`src/rtl/pc_seq_unit_pkg.sv`:
```
// pc_seq_unit_pkg: shared constants and types for the PC sequencer.
//   Instruction field offsets, the sequential PC step, and the next-PC
//   source enumeration used by pc_seq_unit.
package pc_seq_unit_pkg;

  localparam int unsigned IMM_LSB  = 0;
  localparam int unsigned IMM_MSB  = 15;
  localparam int unsigned JIDX_MSB = 25;

  localparam logic [31:0] PC_STEP = 32'd4;

  typedef enum logic [2:0] {
    NPC_RESET,
    NPC_HOLD,
    NPC_RET,
    NPC_JUMP,
    NPC_BRANCH,
    NPC_SEQ
  } npc_src_e;

endpackage

```
`src/rtl/pc_seq_unit_ras_stack.sv`:
```
// ras_stack: circular return-address stack.
//   clk, rst          : clock, synchronous active-high reset
//   push              : write wdata above the top (overwrites oldest when full)
//   pop               : drop the top entry (no-op when empty)
//   replace           : overwrite the top entry; acts as push when empty
//   wdata [PC_W]      : return address to store
//   top   [PC_W]      : current top entry (don't-care when empty)
//   empty, full       : registered occupancy flags
module ras_stack
  import pc_seq_unit_pkg::*;
#(
  parameter int unsigned RAS_DEPTH = 4,
  parameter int unsigned PC_W      = 32
) (
  input  logic            clk,
  input  logic            rst,
  input  logic            push,
  input  logic            pop,
  input  logic            replace,
  input  logic [PC_W-1:0] wdata,
  output logic [PC_W-1:0] top,
  output logic            empty,
  output logic            full
);

  localparam int unsigned PTR_W = $clog2(RAS_DEPTH);
  localparam int unsigned CNT_W = $clog2(RAS_DEPTH + 1);

  logic [PTR_W-1:0] r_ptr;
  logic [CNT_W-1:0] r_cnt;
  logic [PC_W-1:0]  r_mem [RAS_DEPTH];
  logic             r_empty;
  logic             r_full;

  logic             w_is_empty;
  logic             w_do_push;
  logic             w_do_repl;
  logic             w_do_pop;
  logic [PTR_W-1:0] w_ptr_nxt;
  logic [CNT_W-1:0] w_cnt_nxt;

  assign w_is_empty = (r_cnt == '0);
  assign w_do_push  = push | (replace & w_is_empty);
  assign w_do_repl  = replace & ~w_is_empty;
  assign w_do_pop   = pop & ~w_is_empty;

  // r_ptr addresses the top entry; a full push advances it onto the oldest
  // slot, so the ring overwrites in age order without a separate tail.
  always_comb begin
    w_ptr_nxt = r_ptr;
    w_cnt_nxt = r_cnt;
    if (w_do_push) begin
      w_ptr_nxt = r_ptr + PTR_W'(1);
      if (r_cnt != CNT_W'(RAS_DEPTH)) w_cnt_nxt = r_cnt + CNT_W'(1);
    end else if (w_do_pop) begin
      w_ptr_nxt = r_ptr - PTR_W'(1);
      w_cnt_nxt = r_cnt - CNT_W'(1);
    end
  end

  always_ff @(posedge clk) begin
    if (rst) begin
      r_ptr   <= '0;
      r_cnt   <= '0;
      r_empty <= 1'b1;
      r_full  <= 1'b0;
    end else begin
      r_ptr   <= w_ptr_nxt;
      r_cnt   <= w_cnt_nxt;
      r_empty <= (w_cnt_nxt == '0);
      r_full  <= (w_cnt_nxt == CNT_W'(RAS_DEPTH));
      if (w_do_push)      r_mem[w_ptr_nxt] <= wdata;
      else if (w_do_repl) r_mem[r_ptr]     <= wdata;
    end
  end

  assign top   = r_mem[r_ptr];
  assign empty = r_empty;
  assign full  = r_full;

endmodule

```
`src/rtl/pc_seq_unit.sv`:
```
// pc_seq_unit: program-counter sequencer with immediate decode.
//   CLK, reset        : clock, synchronous active-high reset
//   Instr [32]        : current instruction (MIPS-style fields)
//   Jump, Bzero       : J-type jump, taken branch
//   Call              : with Jump, a jal (pushes return address)
//   Ret, Rdata [PC_W] : return, register-file return target
//   Stall             : hold PC and RAS
//   imm [32]          : sign-extended Instr[15:0] (combinational)
//   PC [PC_W]         : registered current PC
//   PC_plus4 [PC_W]   : PC+4 (combinational)
//   ras_empty/ras_full: registered RAS flags (RAS_EN only)
// Build option: define RAS_EN to include the return-address stack.
module pc_seq_unit
  import pc_seq_unit_pkg::*;
#(
  parameter int unsigned PC_W      = 32,
  parameter logic [31:0] RESET_PC  = 32'h0,
  parameter int unsigned RAS_DEPTH = 4
) (
  input  logic            CLK,
  input  logic            reset,
  input  logic [31:0]     Instr,
  input  logic            Jump,
  input  logic            Bzero,
  input  logic            Call,
  input  logic            Ret,
  input  logic            Stall,
  input  logic [PC_W-1:0] Rdata,
  output logic [31:0]     imm,
  output logic [PC_W-1:0] PC,
  output logic [PC_W-1:0] PC_plus4
`ifdef RAS_EN
  ,
  output logic            ras_empty,
  output logic            ras_full
`endif
);

  logic [PC_W-1:0] r_pc;
  logic [31:0]     w_pc32;
  logic [31:0]     w_pc4_32;
  logic [31:0]     w_bt32;
  logic [31:0]     w_jt32;
  logic [PC_W-1:0] w_ret;
  logic [PC_W-1:0] w_npc;
  npc_src_e        w_src;

  assign imm      = {{16{Instr[IMM_MSB]}}, Instr[IMM_MSB:IMM_LSB]};
  assign w_pc32   = 32'(r_pc);
  assign w_pc4_32 = w_pc32 + PC_STEP;
  assign w_bt32   = w_pc4_32 + (imm << 2);
  assign w_jt32   = {w_pc4_32[31:28], Instr[JIDX_MSB:0], 2'b00};
  assign PC       = r_pc;
  assign PC_plus4 = w_pc4_32[PC_W-1:0];

`ifdef RAS_EN
  logic            w_jal;
  logic            w_push;
  logic            w_pop;
  logic            w_repl;
  logic [PC_W-1:0] w_ras_top;
  logic            w_unused;

  assign w_jal  = Jump & Call;
  assign w_push = w_jal & ~Stall & ~Ret;
  assign w_pop  = Ret & ~Stall & ~w_jal;
  assign w_repl = Ret & w_jal & ~Stall;

  ras_stack #(
    .RAS_DEPTH (RAS_DEPTH),
    .PC_W      (PC_W)
  ) u_ras (
    .clk     (CLK),
    .rst     (reset),
    .push    (w_push),
    .pop     (w_pop),
    .replace (w_repl),
    .wdata   (PC_plus4),
    .top     (w_ras_top),
    .empty   (ras_empty),
    .full    (ras_full)
  );

  assign w_ret    = ras_empty ? Rdata : w_ras_top;
  assign w_unused = ^Instr[31:26];
`else
  logic w_unused;

  // Without the stack, Call and RAS_DEPTH have no function.
  assign w_ret    = Rdata;
  assign w_unused = ^{Instr[31:26], Call, 32'(RAS_DEPTH)};
`endif

  always_comb begin
    w_src = NPC_SEQ;
    if (reset)      w_src = NPC_RESET;
    else if (Stall) w_src = NPC_HOLD;
    else if (Ret)   w_src = NPC_RET;
    else if (Jump)  w_src = NPC_JUMP;
    else if (Bzero) w_src = NPC_BRANCH;
  end

  always_comb begin
    w_npc = w_pc4_32[PC_W-1:0];
    unique case (w_src)
      NPC_RESET:  w_npc = RESET_PC[PC_W-1:0];
      NPC_HOLD:   w_npc = r_pc;
      NPC_RET:    w_npc = w_ret;
      NPC_JUMP:   w_npc = w_jt32[PC_W-1:0];
      NPC_BRANCH: w_npc = w_bt32[PC_W-1:0];
      default:    w_npc = w_pc4_32[PC_W-1:0];
    endcase
  end

  always_ff @(posedge CLK) begin
    if (reset) r_pc <= RESET_PC[PC_W-1:0];
    else       r_pc <= w_npc;
  end

endmodule
```
`config.mk`:
```
export PLATFORM = sky130hd
export DESIGN_NAME = pc_seq_unit
export DESIGN_NICKNAME = d
export VERILOG_FILES = /design/src/rtl/pc_seq_unit_pkg.sv /design/src/rtl/pc_seq_unit_ras_stack.sv /design/src/rtl/pc_seq_unit.sv
export SDC_FILE = /design/constraint.sdc
export NUM_CORES = 1
export LEC_CHECK = 0
export ABC_AREA = 1
export BUFFER_PORTS_ARGS = -buffer_cell sky130_fd_sc_hd__buf_2
export CELL_PAD_IN_SITES_DETAIL_PLACEMENT = 0
export CELL_PAD_IN_SITES_GLOBAL_PLACEMENT = 1
export CORE_MARGIN = 10
export CORE_UTILIZATION = 34
export DETAILED_ROUTE_END_ITERATION = 7
export PLACE_DENSITY_LB_ADDON = 0.1
export SYNTH_ARGS = -nofsm -noshare
export SYNTH_HDL_FRONTEND = slang
export SYNTH_HIERARCHICAL = 1
export SYNTH_SLANG_ARGS = --single-unit
```
`constraint.sdc`:
```
create_clock -name CLK -period 3.1 [get_ports CLK]
set_input_delay 0.465 -clock CLK [delete_from_list [all_inputs] [get_ports CLK]]
set_output_delay 0.465 -clock CLK [all_outputs]
set_load 0.005 [all_outputs]
```
# Yosys cells after proc, flatten, opt, wreduce, memory -nomap -nowiden
# Cells that the tools add are included.
[op_classes]
addsub = 2
n_reduce_logical = 1
n_mux = 6
n_eq_ne = 4
[op_table]
columns = ["operator", "count"]
rows = [
  ["32-bit one-hot mux with 5 select lines", 1],
  ["32-bit by 3-bit adder with 32-bit output, second input constant", 1],
  ["32-bit adder", 1],
  ["3-bit 2-to-1 mux", 4],
  ["3-bit by 2-bit equality test with 1-bit output, second input constant", 2],
  ["3-bit by 1-bit equality test with 1-bit output, second input constant", 1],
  ["3-bit equality test, second input constant", 1],
  ["3-bit zero test", 1],
  ["1-bit 2-to-1 mux", 1],
]
[word_totals]
elab_cells = 14
register_bits = 32

# Depth between registers and ports, before layout
# Gate-level depths: netlist of run 1.
[logic_depth]
ltp_word = 7
ltp_mapped = 28
mapped_depth_nobuf = 28

# Worst setup path after synthesis of run 1
# OpenSTA, ideal clock, no wires.
[synth_path]
kind = "register to register"
start = "register r_pc[3] (netlist: PC[3])"
end = "register r_pc[21] (netlist: PC[21])"
stages_incl_launch_ff = 22
required_time_ns = 2.987
path_slack_ns = 0.371
setup_ns = 0.113
arrival_ns = 2.616
period_less_slack_ns = 2.729
n_path_buf = 0
cell_sequence = "dfxtp_1 -> ha_1 -> nand2_1 -> inv_2 -> nand3_2 -> nor2_2 -> nand3_2 -> nor2_4 -> nand2_2 -> xor2_1 -> inv_1 -> ha_1 -> nand2_1 -> nor2_1 -> and2_1 -> nand4_1 -> nand3_1 -> nand2_1 -> nand3_1 -> nand2_1 -> o21ai_1 -> inv_1"
[synth_between]
elab_chain_cells = 3
[synth_lines]
columns = ["item", "line", "rtl"]
rows = [
  ["from (decl)", "pc_seq_unit.sv:39", "logic [PC_W-1:0] r_pc;"],
  ["from (signal assigned)", "pc_seq_unit.sv:116", "if (reset) r_pc <= RESET_PC[PC_W-1:0];"],
  ["from (signal assigned)", "pc_seq_unit.sv:117", "else r_pc <= w_npc;"],
  ["32-bit by 3-bit adder with 32-bit output", "pc_seq_unit.sv:50", "assign w_pc4_32 = w_pc32 + PC_STEP;"],
  ["net PC_plus4[20]", "pc_seq_unit.sv:31", "output logic [PC_W-1:0] PC_plus4"],
  ["32-bit adder", "pc_seq_unit.sv:51", "assign w_bt32 = w_pc4_32 + (imm << 2);"],
  ["32-bit one-hot mux with 5 select lines", "pc_seq_unit.sv:105", "unique case (w_src)"],
]
# The timed path passes the listed nets, and every way through them passes these cells.
# A chain may end at the register's enable or synchronous reset.

# Worst setup path after layout of run 1
[layout_path]
start = "register r_pc[2] (netlist: PC[2])"
end = "register r_pc[30] (netlist: PC[30])"
[layout_between]
elab_chain_cells = 3
[layout_lines]
columns = ["item", "line"]
rows = [
  ["32-bit by 3-bit adder with 32-bit output (*)", "pc_seq_unit.sv:50"],
  ["32-bit adder", "pc_seq_unit.sv:51"],
  ["32-bit one-hot mux with 5 select lines (*)", "pc_seq_unit.sv:105"],
]
# Mark *: on every way between the ends. The rest lies on a longest branch, timed or not.

==> summary.md, run 1 <==
| Metric | Value |
|---|---|
| Initial Util | `34.6%` |
| RD Place Congestion | `0.940` |
| Total global routing overflow | `0` |
| Most frequent cells in the layout | `268 x nand2_1, 159 x buf_2, 118 x inv_1` |
| R2R depth | `20` |
| Clock Skew | `0.00711 ns` |
| Worst Hold End | `PC[1]` |
| RR Startpoint | `PC[2]` |
| Crit path DAT | `around 3.1 ns` |
| XOR/XNOR Fraction of Synth Area | `3.84%` |
| Flop2flop setup slack | `0.13 ns` |
| Final hold viol count | `0` |
| Mapped Area | `~5000 um^2` |
| Worst Path Buf+Inv | `4` |
| Max FFs per register | `32` |
| Initial antenna violation count | `0` |
| Adder-cell share of the synthesized area | `9.39%` |
| Synth warn | `6` |
| Period utilization | `95.8%` |
| DP HPWL | `19000 um` |
| Hold Worst Slack | `0.395 ns` |
| Total power | `2.34 mW` |
| Sequential share of power | `21.7%` |
| Inserted Clock Buffers | `5` |
| PortBufs | `159` |
| Global-route wire length before repair | `34200 um` |
| CP Launch Type | `flip-flop` |
| Sw power | `1.02 mW` |
| Post-route setup TNS | `0 ns` |
| Core area | `between 10000 and 15000 um^2` |
| Final worst slack | `approximately 0.13 ns` |
| Unrepaired setup endpoints after global routing | `yes` |
| Crit end category | `flip-flop` |
| Clock Tree Buf Depth | `2` |
| Slew @ Worst Pin | `1.10 ns` |
| Final ANT Viol Nets | `0` |
| Combinational Power Share | `55.9%` |
| NumNets Final | `1206` |
| Mux cell area share after synthesis | `0.200%` |
| DRC errors left | `0` |
| Crit path largest cell delay | `0.36 ns` |
| Most common cell after layout, fill and taps aside | `nand2_1` |
| Slew HR | `26.5%` |
| Kind of critical path | `flip-flop to flip-flop` |
| Antenna fix cells | `0` |
| Initial DRC count | `359` |
| Setup WS pre-CTS | `-0.113 ns` |
| Mean Syn Cell Area | `5.64 um^2` |
| Vias after detailed routing | `6338` |
| Vias in the first global route | `roughly 6300` |
| Worst skew pair latency | `0.29 ns` |
| Largest fanout on the critical path | `5` |
| Worst R2R End | `PC[30]` |
| Die width | `around 140 um` |
| FF+latch count, synth | `32` |
| Routed len/inst | `approximately 18 um` |
| Gr usage total | `21.5%` |
| Syn_nets | `997` |
| Register area share after synthesis | `12.8%` |
| Site Rows | `44` |
| Post-DR vias/cell | `4.94` |
| HP Start | `Rdata[1]` |
| Post-synth cell types | `42` |
| Slowest CP cell | `dfxtp_2` |
| Area share of and/or/nand/nor cells after synthesis | `a little over two fifths` |
| Achievable frequency | `around 340 MHz` |
| Worst min path class | `primary input to flip-flop` |
| Worst vdd ir | `218 uV` |
| Min Tclk post-route | `2.97 ns` |
| Crit path top cell by count | `nand2_1` |
| Sw Ratio | `43.7%` |
| Post-DP Area | `roughly 6400 um^2` |
| Top cell type's share of synthesized area | `a little over a fifth` |
| Clock network power share | `22.3%` |
| Pint | `between 1 and 1.5 mW` |
| IO Pins | `167` |
| Synth Area in Compound Gates | `between 10% and 20%` |
| CTS H-tree depth | `2` |
| Final setup fails | `0` |
| Fraction of layout instances using a drive strength above 1 | `37.1%` |
| Clock sinks | `32` |
| Leakage | `slightly below 4 nW` |
| Required time worst endpoint | `3.27 ns` |
| Routed Wire Length | `22800 um` |
| P&R area growth vs syn | `44.0%` |
| DR pass1 iterations | `5` |
| Top Family by Delay on Critical Path | `simple AND/OR/NAND/NOR gates` |
| Hold path cells | `2` |
| CTS root buf | `clkbuf_16` |
| Status | `completed` |
| Final count of pins violating max slew | `0` |
| Die area | `20000 um^2` |
| Reg clk slew, reported paths | `0.06 ns` |
| Maxcap violations | `0` |
| Mapped Cells | `889` |
| Top cell type by total area after synthesis | `nand2_1` |
| Post-Layout Inst Area | `7220 um^2` |
| Largest net degree at the start of global routing | `30` |
| Largest family of logic cells by synthesized area | `simple AND/OR/NAND/NOR gates` |
| Die outline height | `~140 um` |
| Crit path cell chain | `ha_4 -> nand2_2 -> inv_2 -> nand3_2 -> buf_4 -> buf_4 -> xor2_1 -> inv_1 -> ha_4 -> nand2_1 -> nor2_1 -> nand2_1 -> nand3_1 -> nand2_1 -> nand2_1 -> nand3b_1 -> nand2_1 -> nand2_1 -> nand3_1 -> nand3b_1` |
| TritonCTS clock tree | `built` |
| PD cells | `around 320 nW/um^2` |
| Top cells by area, synth | `nand2_1 22%, dfxtp_1 13%, inv_1 9.2%` |
-- what timing repair did --
action | CTS | global route
endpoints found under the setup margin | 12 | 23
setup buffers | 0 | 5
hold buffers | 0 | 0
pin swaps | 2 | 29
resized for setup | 11 | 139
-- cell usage after synthesis --
master / instances
a21boi_0: 1
a21o_1: 3
a21oi_1: 61
a22o_1: 3
a22oi_1: 1
a31oi_1: 2
a32o_1: 2
and2_1: 3
buf_2: 11
buf_4: 36
clkbuf_1: 3
dfxtp_1: 32
fa_1: 1
ha_1: 36
inv_1: 123
inv_2: 7
mux2i_1: 1
nand2_1: 293
nand2_2: 7
nand3_1: 65
nand3_2: 4
nand3b_1: 10
nand4_1: 23
nor2_1: 59
nor2_2: 7
nor2_4: 4
nor3_1: 10
nor3_2: 3
nor3_4: 1
nor3b_2: 1
nor4_1: 1
o2111ai_1: 1
o211ai_1: 1
o21ai_0: 25
o21ai_1: 10
o21bai_1: 7
o22ai_1: 4
or2_0: 1
or2_1: 1
or2_2: 3
xnor2_1: 3
xor2_1: 19
-- worst reg2reg max path, stage by stage (launching register included) --
cell and delay [ns]:
dfxtp_2 0.36, ha_4 0.15, nand2_2 0.06, inv_2 0.06, nand3_2 0.07, buf_4 0.15, buf_4 0.13, xor2_1 0.13
inv_1 0.15, ha_4 0.32, nand2_1 0.09, nor2_1 0.17, nand2_1 0.07, nand3_1 0.19, nand2_1 0.09, nand2_1 0.16
nand3b_1 0.15, nand2_1 0.09, nand2_1 0.05, nand3_1 0.14, nand3b_1 0.09
-- cell type report --
| class | instances | area (um^2) |
|---|---|---|
| Clock inverter | 2 | 10.0 |
| Sequential cell | 32 | 647 |
| Multi-Input combinational cell | 677 | 4200 |
| Clock buffer | 6 | 139 |
| Tap cell | 184 | 230 |
| Fill cell | 1591 | 7260 |
| Inverter | 130 | 490 |
| Timing Repair Buffer | 252 | 1500 |
-- routing by layer --
| metal | global-route usage (%) | share of wire, % |
|---|---|---|
| met1 | 27.2 | 45 |
| met2 | 36.1 | 47 |
| met3 | 4.24 | 5.7 |
| met4 | 6.24 | 2.4 |
| met5 | 0 | 0 |
-- worst max-delay path by stage --
| stage | slack [ns] | depth (start not counted) | start | endpoint |
|---|---|---|---|---|
| after floorplan | 0.37 | 21 | PC[3] | PC[21] |
| after global placement | -0.04 | 19 | PC[2] | PC[29] |
| after detailed placement | -0.11 | 19 | PC[3] | PC[29] |
| after CTS | 0.003 | 24 | PC[3] | PC[26] |
| after global routing | -0.06 | 24 | PC[13] | PC[31] |
| final | 0.13 | 20 | PC[2] | PC[30] |
-- per-stage QoR --
stage | util (%) | instances
3_5_place_dp | 43.9 | 1270
2_1_floorplan | - | 889
3_3_place_gp | 43.9 | 1270
4_1_cts | 45.3 | 1278
5_1_grt | 49.8 | 1283
6_report | 49.8 | 1283
-- logic make-up (layout without fill, tap and decap cells) --
| kind of cell | count (synthesis) | count (layout) |
|---|---|---|
| compound gates | 121 | 121 |
| xor+xnor | 22 | 22 |
| fa+ha+maj | 37 | 37 |
| buf+inv | 180 | 390 |
| flops | 32 | 32 |
| mux | 1 | 1 |
| simple gates | 496 | 496 |
-- power by group through the flow --
| stage | clock network, mW | logic (mW) | registers, mW |
|---|---|---|---|
| final | 0.522 | 1.31 | 0.509 |
| after global routing | 0.539 | 1.45 | 0.515 |
| after CTS | 0.527 | 1.13 | 0.505 |
| after detailed placement | 0 | 1.12 | 0.512 |
| after global placement | 0 | 1.11 | 0.513 |
| after floorplan | 0 | 0.625 | 0.517 |
Power figures use the tool's default switching activity.
==> run 2, diff against run 1 <==
- SYNTH_HIERARCHICAL: 1 -> unset
==> run 2 against run 1 <==
  * Core utilization grew 1.0 points
  * Combinational power grew 3%
  * Count of clock-buffer cells in the layout is the same
  * Register-to-register slack is essentially flat
  * Hold slack lost 0.0017 ns
  * Wire length shrank 1.4%
  * Sequential share of layout area shrank 0.058 points
  * Via count grew 0.54%
  * Largest cell class unchanged
==> summary.md, run 2 <==
| Metric | Value |
|---|---|
| Mapped Area | `5010 um^2` |
| HP Start | `Rdata[1]` |
| Worst R2R End | `PC[25]` |
| Leakage | `3.93 nW` |
| Top cell type by total area after synthesis | `nand2_1` |
| Most common cell after layout, fill and taps aside | `nand2_1` |
| Required time worst endpoint | `3.32 ns` |
| Crit path DAT | `3.19 ns` |
| TritonCTS clock tree | `built` |
| Post-synth EDFFs | `0` |
| Slew HR | `40.9%` |
| IO Pins | `between 150 and 200` |
| Achievable frequency | `336 MHz` |
| Routed len/inst | `17.4 um` |
| Most frequent cell after synthesis | `nand2_1` |
| Period utilization | `95.9%` |
| Layout filler cell count | `1586` |
| Status | `completed` |
| DR pass1 iterations | `5` |
| Register area | `656 um^2` |
| Vias after detailed routing | `between 6000 and 7000` |
| Final setup fails | `0` |
| NumNets Final | `1211` |
| Die outline height | `141 um` |
| Initial DRC count | `312` |
| DP HPWL | `about 19000 um` |
| Total power | `2.44 mW` |
| DRC errors left | `0` |
| Initial Util | `34.6%` |
| Top cell type's share of synthesized area | `between 20% and 30%` |
| Inserted Clock Buffers | `5` |
| Final count of pins violating max slew | `0` |
| Initial antenna violation count | `0` |
| Final ANT Viol Nets | `0` |
| Worst min path class | `primary input to flip-flop` |
| FF+latch count, synth | `32` |
| RR Startpoint | `PC[3]` |
| Max FFs per register | `32` |
| Routed Wire Length | `22500 um` |
| Gr usage total | `21.1%` |
| Total global routing overflow | `0` |
| Antenna fix cells | `0` |
| Final hold viol count | `0` |
| Fraction of layout instances using a drive strength above 1 | `39.4%` |
| Register area share after synthesis | `between 10% and 20%` |
| Crit end category | `flip-flop` |
| Post-synth cell types | `42` |
| Site Rows | `44` |
| Post-DR vias/cell | `4.95` |
| Clock Skew | `0.00944 ns` |
| CTS H-tree depth | `2` |
| Clock Tree Buf Depth | `2` |
| Area of the multi-input gates | `~4300 um^2` |
| PortBufs | `159` |
| Die width | `141 um` |
| Syn_nets | `between 900 and 1000` |
| Largest net degree at the start of global routing | `24` |
| R2R depth | `23` |
| Clock sinks | `32` |
| Die area | `approximately 20000 um^2` |
| P&R area growth vs syn | `46.9%` |
| Most frequent cells in the layout | `257 x nand2_1, 159 x buf_2, 119 x inv_1` |
| Synth warn | `0` |
| Hold Worst Slack | `0.394 ns` |
| Hold path cells | `2` |
| Largest fanout on the critical path | `3` |
| Post-synth ARST share | `0%` |
| Worst Hold End | `PC[1]` |
| RD Place Congestion | `0.938` |
| Global-route wire length before repair | `33600 um` |
| CP Launch Type | `flip-flop` |
| Kind of critical path | `flip-flop to flip-flop` |
| CTS root buf | `clkbuf_16` |
| Min Tclk post-route | `2.97 ns` |
| Top cells by area, synth | `nand2_1 22%, dfxtp_1 13%, inv_1 9.2%` |
| Mean Syn Cell Area | `5.64 um^2` |
| Maxcap violations | `0` |
| Reg clk slew, reported paths | `0.05 ns` |
| Vias in the first global route | `6227` |
| Slew @ Worst Pin | `0.886 ns` |
| Synth Flop Type | `dfxtp_1` |
| Synth cell count leaders | `293 x nand2_1, 123 x inv_1, 65 x nand3_1` |
| Flop2flop setup slack | `0.13 ns` |
| Mapped Cells | `889` |
| PD cells | `between 300 and 400 nW/um^2` |
| Unrepaired setup endpoints after global routing | `yes` |
| Worst vdd ir | `a little under 200 uV` |
| Core area | `14500 um^2` |
| Worst skew pair latency | `a little under 0.3 ns` |
[run 2: cell counts after synthesis]
No cell type changed its count.
[run 2: layout make-up]
cell class / instances / share of cell area (%)
Sequential cell: 32 / 8.91
Tap cell: 184 / 3.13
Clock inverter: 2 / 0.476
Clock buffer: 6 / 1.75
Multi-Input combinational cell: 677 / 58.1
Inverter: 130 / 6.73
Timing Repair Buffer: 257 / 20.9
[run 2: per-stage QoR]
step                cell area (um^2)  TNS (ns)  setup slack [ns]  std cells  utilization, %
floorplan                       5010         0             0.371        889               -
global placement                6380    -0.233           -0.0745       1273            44.1
detailed placement              6380    -0.233           -0.0543       1273            44.1
CTS                             6610         0          0.000447       1281            45.6
global route                    7360    -0.428           -0.0580       1288            50.8
finish                          7360         0             0.128       1288            50.8
[run 2: critical path, cell delays in order, from the launching register on]
cell,delay [ns]
dfxtp_4,0.36
ha_4,0.14
nand2_4,0.05
inv_4,0.06
nand3_4,0.09
nor2_4,0.14
nand3_4,0.09
nor2_4,0.15
nand2_2,0.09
xor2_1,0.16
buf_4,0.17
inv_6,0.05
ha_4,0.26
nand2_2,0.06
nand2_2,0.06
o21bai_4,0.18
buf_6,0.13
a21oi_4,0.14
nand3_1,0.08
nand2_1,0.08
nand3_2,0.08
nand2_2,0.11
nand3_2,0.07
nand2_1,0.10
[run 2: logic make-up after synthesis]
group | after synthesis | synth area share, %
adder cells (fa/ha/maj) | 37 | 9.39
multiplexers | 1 | 0.200
buffers and inverters | 180 | 16.5
AND/OR/NAND/NOR | 496 | 44.0
XOR/XNOR | 22 | 3.84
flip-flops | 32 | 12.8
AO/OA/AOI/OAI | 121 | 13.4
[run 2: where the power goes]
group	total, mW	internal (mW)	switching, mW
Combinational	1.35	0.573	0.781
Sequential	0.509	0.457	0.0516
Clock	0.574	0.378	0.195
Total	2.44	1.41	1.03
[run 2: how the worst max path moves through the flow]
| stage | from | to | slack (ns) | cells after the start |
|---|---|---|---|---|
| after floorplan | PC[3] | PC[21] | 0.37 | 21 |
| after global placement | PC[12] | PC[23] | -0.07 | 19 |
| after detailed placement | PC[12] | PC[23] | -0.05 | 19 |
| after CTS | PC[2] | PC[25] | 0.0004 | 23 |
| after global routing | PC[19] | PC[31] | -0.06 | 20 |
| final | PC[3] | PC[25] | 0.13 | 23 |
[run 2: per-layer routing]
layer  global-route usage, %  part of all wire, %  vias up  wire length, um
met1                    27.1                   45     2871            10200
met4                    6.72                  3.1        0              705
met3                    4.37                  5.7       32             1280
li1                        -                    -     3254                -
met2                    34.4                   46      215            10300
met5                       0                    0        -                0
[run 2: repair_timing]
| item | in CTS | in global routing |
|---|---|---|
| pin swaps | 1 | 57 |
| hold endpoints to repair | 0 | 0 |
| setup endpoints to repair | 8 | 21 |
| resized for setup | 15 | 162 |
| hold buffers | 0 | 0 |
| buffers inserted | 0 | 7 |
